<file path="src/rtl/vga_timing_pkg.sv">
`default_nettype none
// ============================================================================
//  Module   : vga_timing_pkg
//  Purpose  : Default 640x480@60 VGA timing constants, derived totals and
//             sync window bounds, shared with the downstream pixel generator.
//  Revision : 1.0  initial release
// ============================================================================
package vga_timing_pkg;

    localparam int c_cnt_w = 10;

    typedef logic [c_cnt_w-1:0] count_t;

    // Horizontal timing in pixels
    localparam int c_h_visible = 640;
    localparam int c_h_front   = 16;
    localparam int c_h_sync    = 96;
    localparam int c_h_back    = 48;
    localparam int c_h_total   = c_h_visible + c_h_front + c_h_sync + c_h_back;

    // Vertical timing in lines
    localparam int c_v_visible = 480;
    localparam int c_v_front   = 10;
    localparam int c_v_sync    = 2;
    localparam int c_v_back    = 33;
    localparam int c_v_total   = c_v_visible + c_v_front + c_v_sync + c_v_back;

    // Sync windows are half-open: [start, end)
    localparam int c_hs_start  = c_h_visible + c_h_front;
    localparam int c_hs_end    = c_hs_start + c_h_sync;
    localparam int c_vs_start  = c_v_visible + c_v_front;
    localparam int c_vs_end    = c_vs_start + c_v_sync;

    // Unsigned test of lo <= cnt < hi
    function automatic logic in_window(input count_t cnt, input count_t lo, input count_t hi);
        return (cnt >= lo) && (cnt < hi);
    endfunction

endpackage
`default_nettype wire

</file>
<file path="src/rtl/mod_counter.sv">
`default_nettype none
// ============================================================================
//  Module   : mod_counter
//  Purpose  : Modulo-N up counter with enable. Exposes the registered count,
//             the count it will take on the next edge, and a wrap strobe
//             that is high on the enabled cycle that returns it to zero.
//  Revision : 1.0  initial release
// ============================================================================
module mod_counter #(
    parameter int MODULUS = 800,
    parameter int WIDTH   = 10
) (
    input  logic             clk,
    input  logic             rst,
    input  logic             i_en,
    output logic [WIDTH-1:0] o_count,
    output logic [WIDTH-1:0] o_count_next,
    output logic             o_wrap
);

    localparam logic [WIDTH-1:0] c_last = WIDTH'(MODULUS - 1);

    logic [WIDTH-1:0] r_count;
    logic [WIDTH-1:0] w_next;
    logic             w_wrap;

    // Next count: >= guards against ever sitting above the last value
    always_comb begin
        w_wrap = i_en && (r_count >= c_last);
        w_next = r_count;
        if (i_en) begin
            w_next = w_wrap ? '0 : (r_count + WIDTH'(1));
        end
    end

    // Count register; reset parks on the last value so the first enable wraps to 0
    always_ff @(posedge clk) begin
        if (rst) begin
            r_count <= c_last;
        end else begin
            r_count <= w_next;
        end
    end

    assign o_count      = r_count;
    assign o_count_next = w_next;
    assign o_wrap       = w_wrap;

endmodule
`default_nettype wire

</file>
<file path="src/rtl/vga_timing_gen.sv">
`default_nettype none
// ============================================================================
//  Module   : vga_timing_gen
//  Purpose  : VGA raster timing. Horizontal and vertical modulo counters with
//             sync, visible-area and line/frame start flags, all registered
//             from next-state counts so flags align with HCOUNT/VCOUNT.
//  Revision : 1.0  initial release
// ============================================================================
module vga_timing_gen
    import vga_timing_pkg::*;
#(
    parameter int H_VISIBLE = c_h_visible,
    parameter int H_FRONT   = c_h_front,
    parameter int H_SYNC    = c_h_sync,
    parameter int H_BACK    = c_h_back,
    parameter int V_VISIBLE = c_v_visible,
    parameter int V_FRONT   = c_v_front,
    parameter int V_SYNC    = c_v_sync,
    parameter int V_BACK    = c_v_back
) (
    input  logic         CLKIN,
    input  logic         RESET,
    input  logic         PIXEL_EN,
    output logic [9:0]   HCOUNT,
    output logic [9:0]   VCOUNT,
    output logic         HSYNC_L,
    output logic         VSYNC_L,
    output logic         VIDEO_ON,
    output logic         LINE_START,
    output logic         FRAME_START
);

    localparam int     c_htot     = H_VISIBLE + H_FRONT + H_SYNC + H_BACK;
    localparam int     c_vtot     = V_VISIBLE + V_FRONT + V_SYNC + V_BACK;
    localparam count_t c_hvis     = c_cnt_w'(H_VISIBLE);
    localparam count_t c_vvis     = c_cnt_w'(V_VISIBLE);
    localparam count_t c_hs_lo    = c_cnt_w'(H_VISIBLE + H_FRONT);
    localparam count_t c_hs_hi    = c_cnt_w'(H_VISIBLE + H_FRONT + H_SYNC);
    localparam count_t c_vs_lo    = c_cnt_w'(V_VISIBLE + V_FRONT);
    localparam count_t c_vs_hi    = c_cnt_w'(V_VISIBLE + V_FRONT + V_SYNC);

    count_t w_h_count;
    count_t w_h_next;
    count_t w_v_count;
    count_t w_v_next;
    logic   w_h_wrap;
    logic   w_v_wrap;
    logic   w_hs_active;
    logic   w_vs_active;
    logic   w_visible;

    logic   r_hsync_l;
    logic   r_vsync_l;
    logic   r_video_on;
    logic   r_line_start;
    logic   r_frame_start;

    mod_counter #(
        .MODULUS (c_htot),
        .WIDTH   (c_cnt_w)
    ) u_hcnt (
        .clk          (CLKIN),
        .rst          (RESET),
        .i_en         (PIXEL_EN),
        .o_count      (w_h_count),
        .o_count_next (w_h_next),
        .o_wrap       (w_h_wrap)
    );

    // The vertical counter steps once per line, on the horizontal wrap
    mod_counter #(
        .MODULUS (c_vtot),
        .WIDTH   (c_cnt_w)
    ) u_vcnt (
        .clk          (CLKIN),
        .rst          (RESET),
        .i_en         (w_h_wrap),
        .o_count      (w_v_count),
        .o_count_next (w_v_next),
        .o_wrap       (w_v_wrap)
    );

    // Decode flags from the counts the registers will hold after this edge
    always_comb begin
        w_hs_active = in_window(w_h_next, c_hs_lo, c_hs_hi);
        w_vs_active = in_window(w_v_next, c_vs_lo, c_vs_hi);
        w_visible   = (w_h_next < c_hvis) && (w_v_next < c_vvis);
    end

    // Output flag registers; a vertical wrap only occurs on a horizontal wrap,
    // so it marks exactly the edge on which the raster enters (0,0)
    always_ff @(posedge CLKIN) begin
        if (RESET) begin
            r_hsync_l     <= 1'b1;
            r_vsync_l     <= 1'b1;
            r_video_on    <= 1'b0;
            r_line_start  <= 1'b0;
            r_frame_start <= 1'b0;
        end else begin
            r_hsync_l     <= ~w_hs_active;
            r_vsync_l     <= ~w_vs_active;
            r_video_on    <= w_visible;
            r_line_start  <= w_h_wrap;
            r_frame_start <= w_v_wrap;
        end
    end

    assign HCOUNT      = w_h_count;
    assign VCOUNT      = w_v_count;
    assign HSYNC_L     = r_hsync_l;
    assign VSYNC_L     = r_vsync_l;
    assign VIDEO_ON    = r_video_on;
    assign LINE_START  = r_line_start;
    assign FRAME_START = r_frame_start;

endmodule
`default_nettype wire
</file>
<file path="config.mk">
export PLATFORM = sky130hd
export DESIGN_NAME = vga_timing_gen
export DESIGN_NICKNAME = d
export VERILOG_FILES = /design/src/rtl/vga_timing_pkg.sv /design/src/rtl/mod_counter.sv /design/src/rtl/vga_timing_gen.sv
export SDC_FILE = /design/constraint.sdc
export NUM_CORES = 1
export LEC_CHECK = 0
export ABC_AREA = 1
export CORE_ASPECT_RATIO = 2
export CORE_MARGIN = 8
export CORE_UTILIZATION = 50
export DETAILED_ROUTE_END_ITERATION = 12
export GPL_TIMING_DRIVEN = 0
export PLACE_DENSITY = 0.82
export REMOVE_ABC_BUFFERS = 1
export SLEW_MARGIN = 20
export SYNTH_ARGS = -nofsm -noshare
export SYNTH_HDL_FRONTEND = slang
export SYNTH_HIERARCHICAL = 1
export SYNTH_SLANG_ARGS = --single-unit
export TNS_END_PERCENT = 5
</file>
<file path="constraint.sdc">
create_clock -name CLKIN -period 4.5 [get_ports CLKIN]
set_input_delay 0.675 -clock CLKIN [delete_from_list [all_inputs] [get_ports CLKIN]]
set_output_delay 0.675 -clock CLKIN [all_outputs]
set_load 0.01 [all_outputs]
</file>
==> metrics.md, run 1 <==
| Metric | Value |
|---|---|
| Status | `complete, no violations` |
| Worst Path Max Fanout | `11` |
| Yosys warning total | `6` |
| Cell Chain, Critical Path | `clkdlybuf4s50_1 > inv_1 > nor3_2 > nand2_4 > inv_2 > inv_2 > nor3b_1 > nand4_1 > nand2_1 > nor2_1 > nand3_1 > nor2_1` |
| P_sw | `263 µW` |
| Cell leakage power | `0.000932 µW` |
| Inst Count DP | `267` |
| Final WS setup | `1.84 ns` |
| Clk_lat worst skew | `0.27 ns` |
| Largest net degree at the start of global routing | `18` |
| Final min period | `2.66 ns` |
| Worst Setup EP | `VIDEO_ON$_SDFF_PP0_` |
| Worst Max-Slew Pin Slew | `0.667 ns` |
| Cts repair resizes | `0` |
| Sw Ratio | `38.4%` |
| Worst Setup SP | `PIXEL_EN` |
| Via count | `1340` |
| Most common cell after layout, fill and taps aside | `nand2_1` |
| WP depth | `12` |
| VDD IR-drop max | `0.228 mV` |
| Most frequent cells in the layout | `57 x nand2_1, 41 x inv_1, 27 x clkdlybuf4s50_1` |
| Antenna diode count | `0` |
| Area grow syn2layout | `23.9%` |
| First-pass GRT wire length | `5480 µm` |
| CP arrival | `2.83 ns` |
| RSZ-0062 raised after global routing | `false` |
| Reg clk slew, reported paths | `0.09 ns` |
| Critical-path top delay cell | `clkdlybuf4s50_1` |
| Worst path buffer plus inverter count | `4` |
| Final nets | `249` |
| Critical path class | `primary input to register` |
| Die area | `4880 µm²` |
| Chip Height | `91.1 µm` |
| Relative slew slack | `55.4%` |
| Worst R2R Start | `u_hcnt/o_count[0]$_SDFF_PP1_` |
| Cell Area, Placed | `1700 µm²` |
| Final Non-Filler Cells | `271` |
| Critical Path Source Type | `primary input` |
| Max clock buf depth | `2` |
| Mapped Avg Cell Area | `6.61 µm²` |
| PwrDens | `392 nW/µm²` |
| DR DRC count | `0` |
| Post-DP HPWL | `2520 µm` |
| DRT Wirelength | `3240 µm` |
| Critical path's top delay family | `simple AND/OR/NAND/NOR gates` |
| Grt ovf | `0` |
| Vias per cell | `4.94` |
| Gate Count Post-Synth | `213` |
| Core area | `2700 µm²` |
| Num rows | `27` |
| Setup Skew | `0.00447 ns` |
| TNS Setup | `0 ns` |
| Internal Dissipation | `421 µW` |
| Max-slew violations | `0` |
| Number of global-route vias before repair | `1295` |
| WP data required | `4.67 ns` |
| CTS buffer count | `3` |
| Number of fill cells | `254` |
| Clock sinks | `25` |
| Antenna violations before repair | `0` |
| CTS root buffer | `clkbuf_8` |
| Fin area | `1750 µm²` |
| Routability cong. | `0.805` |
| CP Capture Type | `register` |
| Final Cycle Share | `59.1%` |
| Worst hold stages | `2` |
| Drt wl/cell | `12.0 µm` |
| H-tree depth | `1` |
| Class of the worst hold path | `register to register` |
| First-pass iteration count of the detailed router | `4` |
| Die W | `53.5 µm` |
| Initial Utilization | `52.1%` |
| Combinational power share | `39.5%` |
| Flop-to-flop setup slack | `2.22 ns` |
| Clock power frac | `19.7%` |
| Proportion of layout cells with a drive suffix above 1 | `10.3%` |
| Reg2reg end | `VIDEO_ON$_SDFF_PP0_` |
| Setup WS pre-CTS | `1.58 ns` |
| Max Clk Rate | `0.376 GHz` |
| Post-CTS Setup Inserts | `0` |
| Sequential Power Share | `40.8%` |
| Post-Synthesis Cell Area | `1410 µm²` |
| Setup-failing EPs final | `0` |
| # port buffers | `27` |
| Max incr delay on CP | `0.54 ns` |
| Cell depth of the worst flop-to-flop path | `14` |
| Max-cap viol count | `0` |
| CTS tree | `done` |
| Initial DRC count | `34` |
| Tot GR Track Use | `14.2%` |
| Fin. Hold Viols | `0` |
| Hold Buf Count CTS | `0` |
| Final antenna-violating net count | `0` |
| I/O Pins | `28` |
layer usage:
layer / part of all wire, % / vias up / wire, µm / GRT usage, %
met4: 2.6 / 0 / 85 / 7.63
met2: 57 / 34 / 1840 / 27.3
met1: 37 / 601 / 1190 / 12.5
li1: - / 699 / - / -
met5: 0 / - / 0 / 0
met3: 3.9 / 6 / 125 / 2.45
metrics by stage:
| step | power [µW] | util, % | hold WS, ns |
|---|---|---|---|
| 4_1_cts | 690 | 64.6 | 0.544 |
| 5_1_grt | 728 | 64.6 | 0.570 |
| 3_3_place_gp | 550 | 62.9 | 0.520 |
| 6_report | 684 | 64.6 | 0.536 |
| 3_5_place_dp | 554 | 62.9 | 0.528 |
| 2_1_floorplan | 456 | - | 0.521 |
worst register-to-register path, cell delays in order, from the launching register on:
cell,delay (ns)
dfxtp_1,0.41
ha_1,0.21
nand2_1,0.06
inv_1,0.07
nand2_1,0.05
nand2_1,0.10
nand2_4,0.11
inv_2,0.23
inv_2,0.08
nor3b_1,0.36
nand4_1,0.16
nand2_1,0.13
nor2_1,0.05
nand3_1,0.10
nor2_1,0.05
layout make-up:
class / instances / area [µm²] / share of cell area, %
inverters: 45 / 169 / 9.68
well taps: 29 / 36.3 / 2.08
repair buffers: 27 / 270 / 15.5
multi-input cells: 141 / 724 / 41.5
flip-flops and latches: 25 / 500 / 28.7
clock buffers: 4 / 45.0 / 2.58
state kept, by name, indices dropped and copies added, names as in the netlist:
| register | count |
|---|---|
| u_hcnt/o_count | 10 |
| VIDEO_ON | 1 |
| u_vcnt/o_count | 10 |
| VSYNC_L | 1 |
| HSYNC_L | 1 |
| FRAME_START | 1 |
| LINE_START | 1 |
worst min-delay path by stage:
stage / startpoint / endpoint / slack (ns)
final: u_hcnt/o_count[1]$_SDFF_PP1_ / u_hcnt/o_count[1]$_SDFF_PP1_ / 0.54
after global routing: u_hcnt/o_count[1]$_SDFF_PP1_ / u_hcnt/o_count[1]$_SDFF_PP1_ / 0.57
after floorplan: u_vcnt/o_count[0]$_SDFF_PP0_ / u_vcnt/o_count[0]$_SDFF_PP0_ / 0.52
after CTS: u_hcnt/o_count[1]$_SDFF_PP1_ / u_hcnt/o_count[1]$_SDFF_PP1_ / 0.54
after global placement: u_vcnt/o_count[0]$_SDFF_PP0_ / u_vcnt/o_count[0]$_SDFF_PP0_ / 0.52
after detailed placement: u_hcnt/o_count[1]$_SDFF_PP1_ / u_hcnt/o_count[1]$_SDFF_PP1_ / 0.53
power by group through the flow:
stage	Clock (µW)	Combinational [µW]	Sequential, µW
6_report	135	270	279
5_1_grt	143	303	283
4_1_cts	138	272	279
3_5_place_dp	0	270	284
3_3_place_gp	0	266	284
2_1_floorplan	0	163	294
Power figures use the tool's default switching activity.
==> run 2, diff against run 1 <==
==> constraint.sdc (replaced) <==
create_clock -name CLKIN -period 2.7 [get_ports CLKIN]
set_input_delay 0.405 -clock CLKIN [delete_from_list [all_inputs] [get_ports CLKIN]]
set_output_delay 0.405 -clock CLKIN [all_outputs]
set_load 0.01 [all_outputs]
==> results of run 2 <==
Same layout as run 1 (identical final DEF). Status: complete, no violations.
Among the figures that moved: setup slack after placement 1.58 ns -> 0.0469 ns; setup slack after layout 1.84 ns -> 0.309 ns; register-to-register setup slack 2.22 ns -> 0.42 ns; total power 684 µW -> 1140 µW; worst IR drop on VDD 0.228 mV -> 0.380 mV
==> run 3, diff against run 2 <==
--- a/config.mk
+++ b/config.mk
@@ -13,6 +13,7 @@
 export GPL_TIMING_DRIVEN = 0
 export PLACE_DENSITY = 0.82
 export REMOVE_ABC_BUFFERS = 1
+export SETUP_SLACK_MARGIN = 0.4
 export SLEW_MARGIN = 20
 export SYNTH_ARGS = -nofsm -noshare
 export SYNTH_HDL_FRONTEND = slang
==> run 3 against run 2 <==
Sequential share of layout area fell by 0.23 points; final area rose by 1.1%; register-to-register slack improved by 0.19 ns; clock skew fell by 0.0018 ns; critical path type is now register to register; critical endpoint is now VSYNC_L$_SDFF_PP1_.
==> metrics.md, run 3 (same netlist as run 1, synthesis figures left out) <==
| Metric | Value |
|---|---|
| CP arrival | `2.24 ns` |
| Final Cycle Share | `77.3%` |
| Hold Buf Count CTS | `0 (unchanged)` |
| Chip Height | `91.1 µm (unchanged)` |
| Worst Setup SP | `u_hcnt/o_count[1]$_SDFF_PP1_` |
| Worst Max-Slew Pin Slew | `0.687 ns (+0.0205 ns)` |
| Grt ovf | `0 (unchanged)` |
| Critical path class | `register to register` |
| Cell depth of the worst flop-to-flop path | `16 (+2)` |
| VDD IR-drop max | `0.377 mV` |
| Clk_lat worst skew | `0.27 ns (about the same)` |
| Number of fill cells | `252 (-0.79%)` |
| Cell leakage power | `0.000940 µW (+0.88%)` |
| Post-DP HPWL | `2520 µm (unchanged)` |
| Final antenna-violating net count | `0 (unchanged)` |
| Die area | `4880 µm² (unchanged)` |
| PwrDens | `650 nW/µm²` |
| Critical Path Source Type | `register` |
| First-pass iteration count of the detailed router | `4 (unchanged)` |
| Largest net degree at the start of global routing | `18 (unchanged)` |
| Clock sinks | `25 (unchanged)` |
| Worst Path Max Fanout | `11 (unchanged)` |
| CTS root buffer | `clkbuf_8` |
| # port buffers | `27 (unchanged)` |
| Most frequent cells in the layout | `57 x nand2_1, 41 x inv_1, 26 x nand3_1, 26 x clkdlybuf4s50_1, 24 x dfxtp_1` |
| H-tree depth | `1 (unchanged)` |
| Via count | `1352 (+0.90%)` |
| Worst R2R Start | `u_hcnt/o_count[1]$_SDFF_PP1_` |
| Initial Utilization | `52.1% (unchanged)` |
| Max Clk Rate | `0.479 GHz` |
| Fin. Hold Viols | `0 (unchanged)` |
| CP Capture Type | `register` |
| Die W | `53.5 µm (unchanged)` |
| Number of global-route vias before repair | `1299 (+0.31%)` |
| CTS tree | `done` |
| Antenna violations before repair | `0 (unchanged)` |
| Vias per cell | `4.99 (+0.90%)` |
| Drt wl/cell | `12.1 µm (+0.99%)` |
| Tot GR Track Use | `14.2% (+0.031 points)` |
| Max-slew violations | `0 (unchanged)` |
| CTS buffer count | `3 (unchanged)` |
| Final min period | `2.09 ns` |
| Status | `complete, no violations` |
| First-pass GRT wire length | `5490 µm (+0.26%)` |
| Reg clk slew, reported paths | `0.09 ns (about the same)` |
| Routability cong. | `0.805 (unchanged)` |
| Num rows | `27 (unchanged)` |
| Proportion of layout cells with a drive suffix above 1 | `12.0% (+1.7 points)` |
| Initial DRC count | `41 (+21%)` |
| Antenna diode count | `0 (unchanged)` |
| Worst hold stages | `2 (unchanged)` |
| Final nets | `249 (unchanged)` |
| Relative slew slack | `54.0% (-1.4 points)` |
| TNS Setup | `0 ns (unchanged)` |
| DRT Wirelength | `3280 µm (+0.99%)` |
| Core area | `2700 µm² (unchanged)` |
| Most common cell after layout, fill and taps aside | `nand2_1` |
| WP data required | `2.86 ns` |
| Hold path startpoint | `u_hcnt/o_count[0]$_SDFF_PP1_` |
| Final core utilization | `65.3% (+0.69 points)` |
| Max-cap viol count | `0 (unchanged)` |
| Setup Skew | `0.00268 ns (-0.00179 ns)` |
| DR DRC count | `0 (unchanged)` |
| RSZ-0062 raised after global routing | `false` |
| Class of the worst hold path | `register to register` |
| Area grow syn2layout | `25.2%` |
| Max clock buf depth | `2 (unchanged)` |
| I/O Pins | `28 (unchanged)` |
| Setup-failing EPs final | `0 (unchanged)` |
==> run 3: changes by cell type in the layout (fill, tap and decap cells not counted), sizes merged <==
cell / before / now
clkdlybuf4s50: 27 / 26
dlymetal6s2s: 0 / 1
==> run 3: layout make-up <==
| class | instances | area (µm²) | area share, % |
|---|---|---|---|
| clock buffers | 4 | 45.0 | 2.55 |
| inverters | 45 | 174 | 9.86 |
| multi-input cells | 141 | 734 | 41.6 |
| flip-flops and latches | 25 | 502 | 28.4 |
| well taps | 29 | 36.3 | 2.06 |
| repair buffers | 27 | 273 | 15.5 |
==> run 3: power breakdown <==
part / total [µW] / internal (µW) / leakage, µW / switching (µW)
combinational: 459 / 183 / 0.000714 / 275
clock: 223 / 106 / 0.0000228 / 117
sequential: 466 / 416 / 0.000204 / 49.4
total: 1150 / 705 / 0.000940 / 442
==> run 3: routing by layer <==
layer	vias to the layer above	GRT usage (%)	routed length, µm
met2	36	27.3	1870
met3	8	2.45	141
met1	608	12.6	1170
met5	-	0	0
met4	0	7.63	95
li1	700	-	-
==> run 3: timing repair <==
| action | 4_1_cts | 5_1_grt |
|---|---|---|
| resized for setup | 2 | 5 |
| pin swaps | 0 | 0 |
| buffers inserted | 0 | 0 |
| setup endpoints to repair | 2 | 2 |
==> run 3: final timing paths <==
| path | to | slack (ns) |
|---|---|---|
| worst max-delay path | VSYNC_L$_SDFF_PP1_ | 0.61 |
| worst min-delay path | u_hcnt/o_count[0]$_SDFF_PP1_ | 0.53 |
| worst max register to register | VSYNC_L$_SDFF_PP1_ | 0.61 |
| worst min register to register | u_hcnt/o_count[0]$_SDFF_PP1_ | 0.53 |
==> run 3: worst max-delay path, cell delays in order, from the launching register on <==
cell	delay [ns]
dfxtp_1	0.38
ha_2	0.21
nand2_1	0.05
inv_1	0.07
nand2_1	0.05
nand2_1	0.10
nand2_4	0.12
inv_6	0.14
nand2_4	0.07
nor2_4	0.16
nand2_2	0.07
o21bai_2	0.12
nand3_2	0.09
inv_1	0.06
nand3_1	0.10
nor2_2	0.12
nand3_1	0.08
==> run 3: through the flow <==
stage / setup WS [ns] / std cells / power [µW] / area [µm²] / hold WS [ns]
after floorplan: 0.737 / 211 / 761 / 1390 / 0.472
after global placement: 0.0561 / 267 / 917 / 1700 / 0.520
after detailed placement: 0.0469 / 267 / 923 / 1700 / 0.528
after CTS: 0.414 / 271 / 1150 / 1750 / 0.544
after global routing: 0.406 / 271 / 1220 / 1760 / 0.570
final: 0.613 / 271 / 1150 / 1760 / 0.526
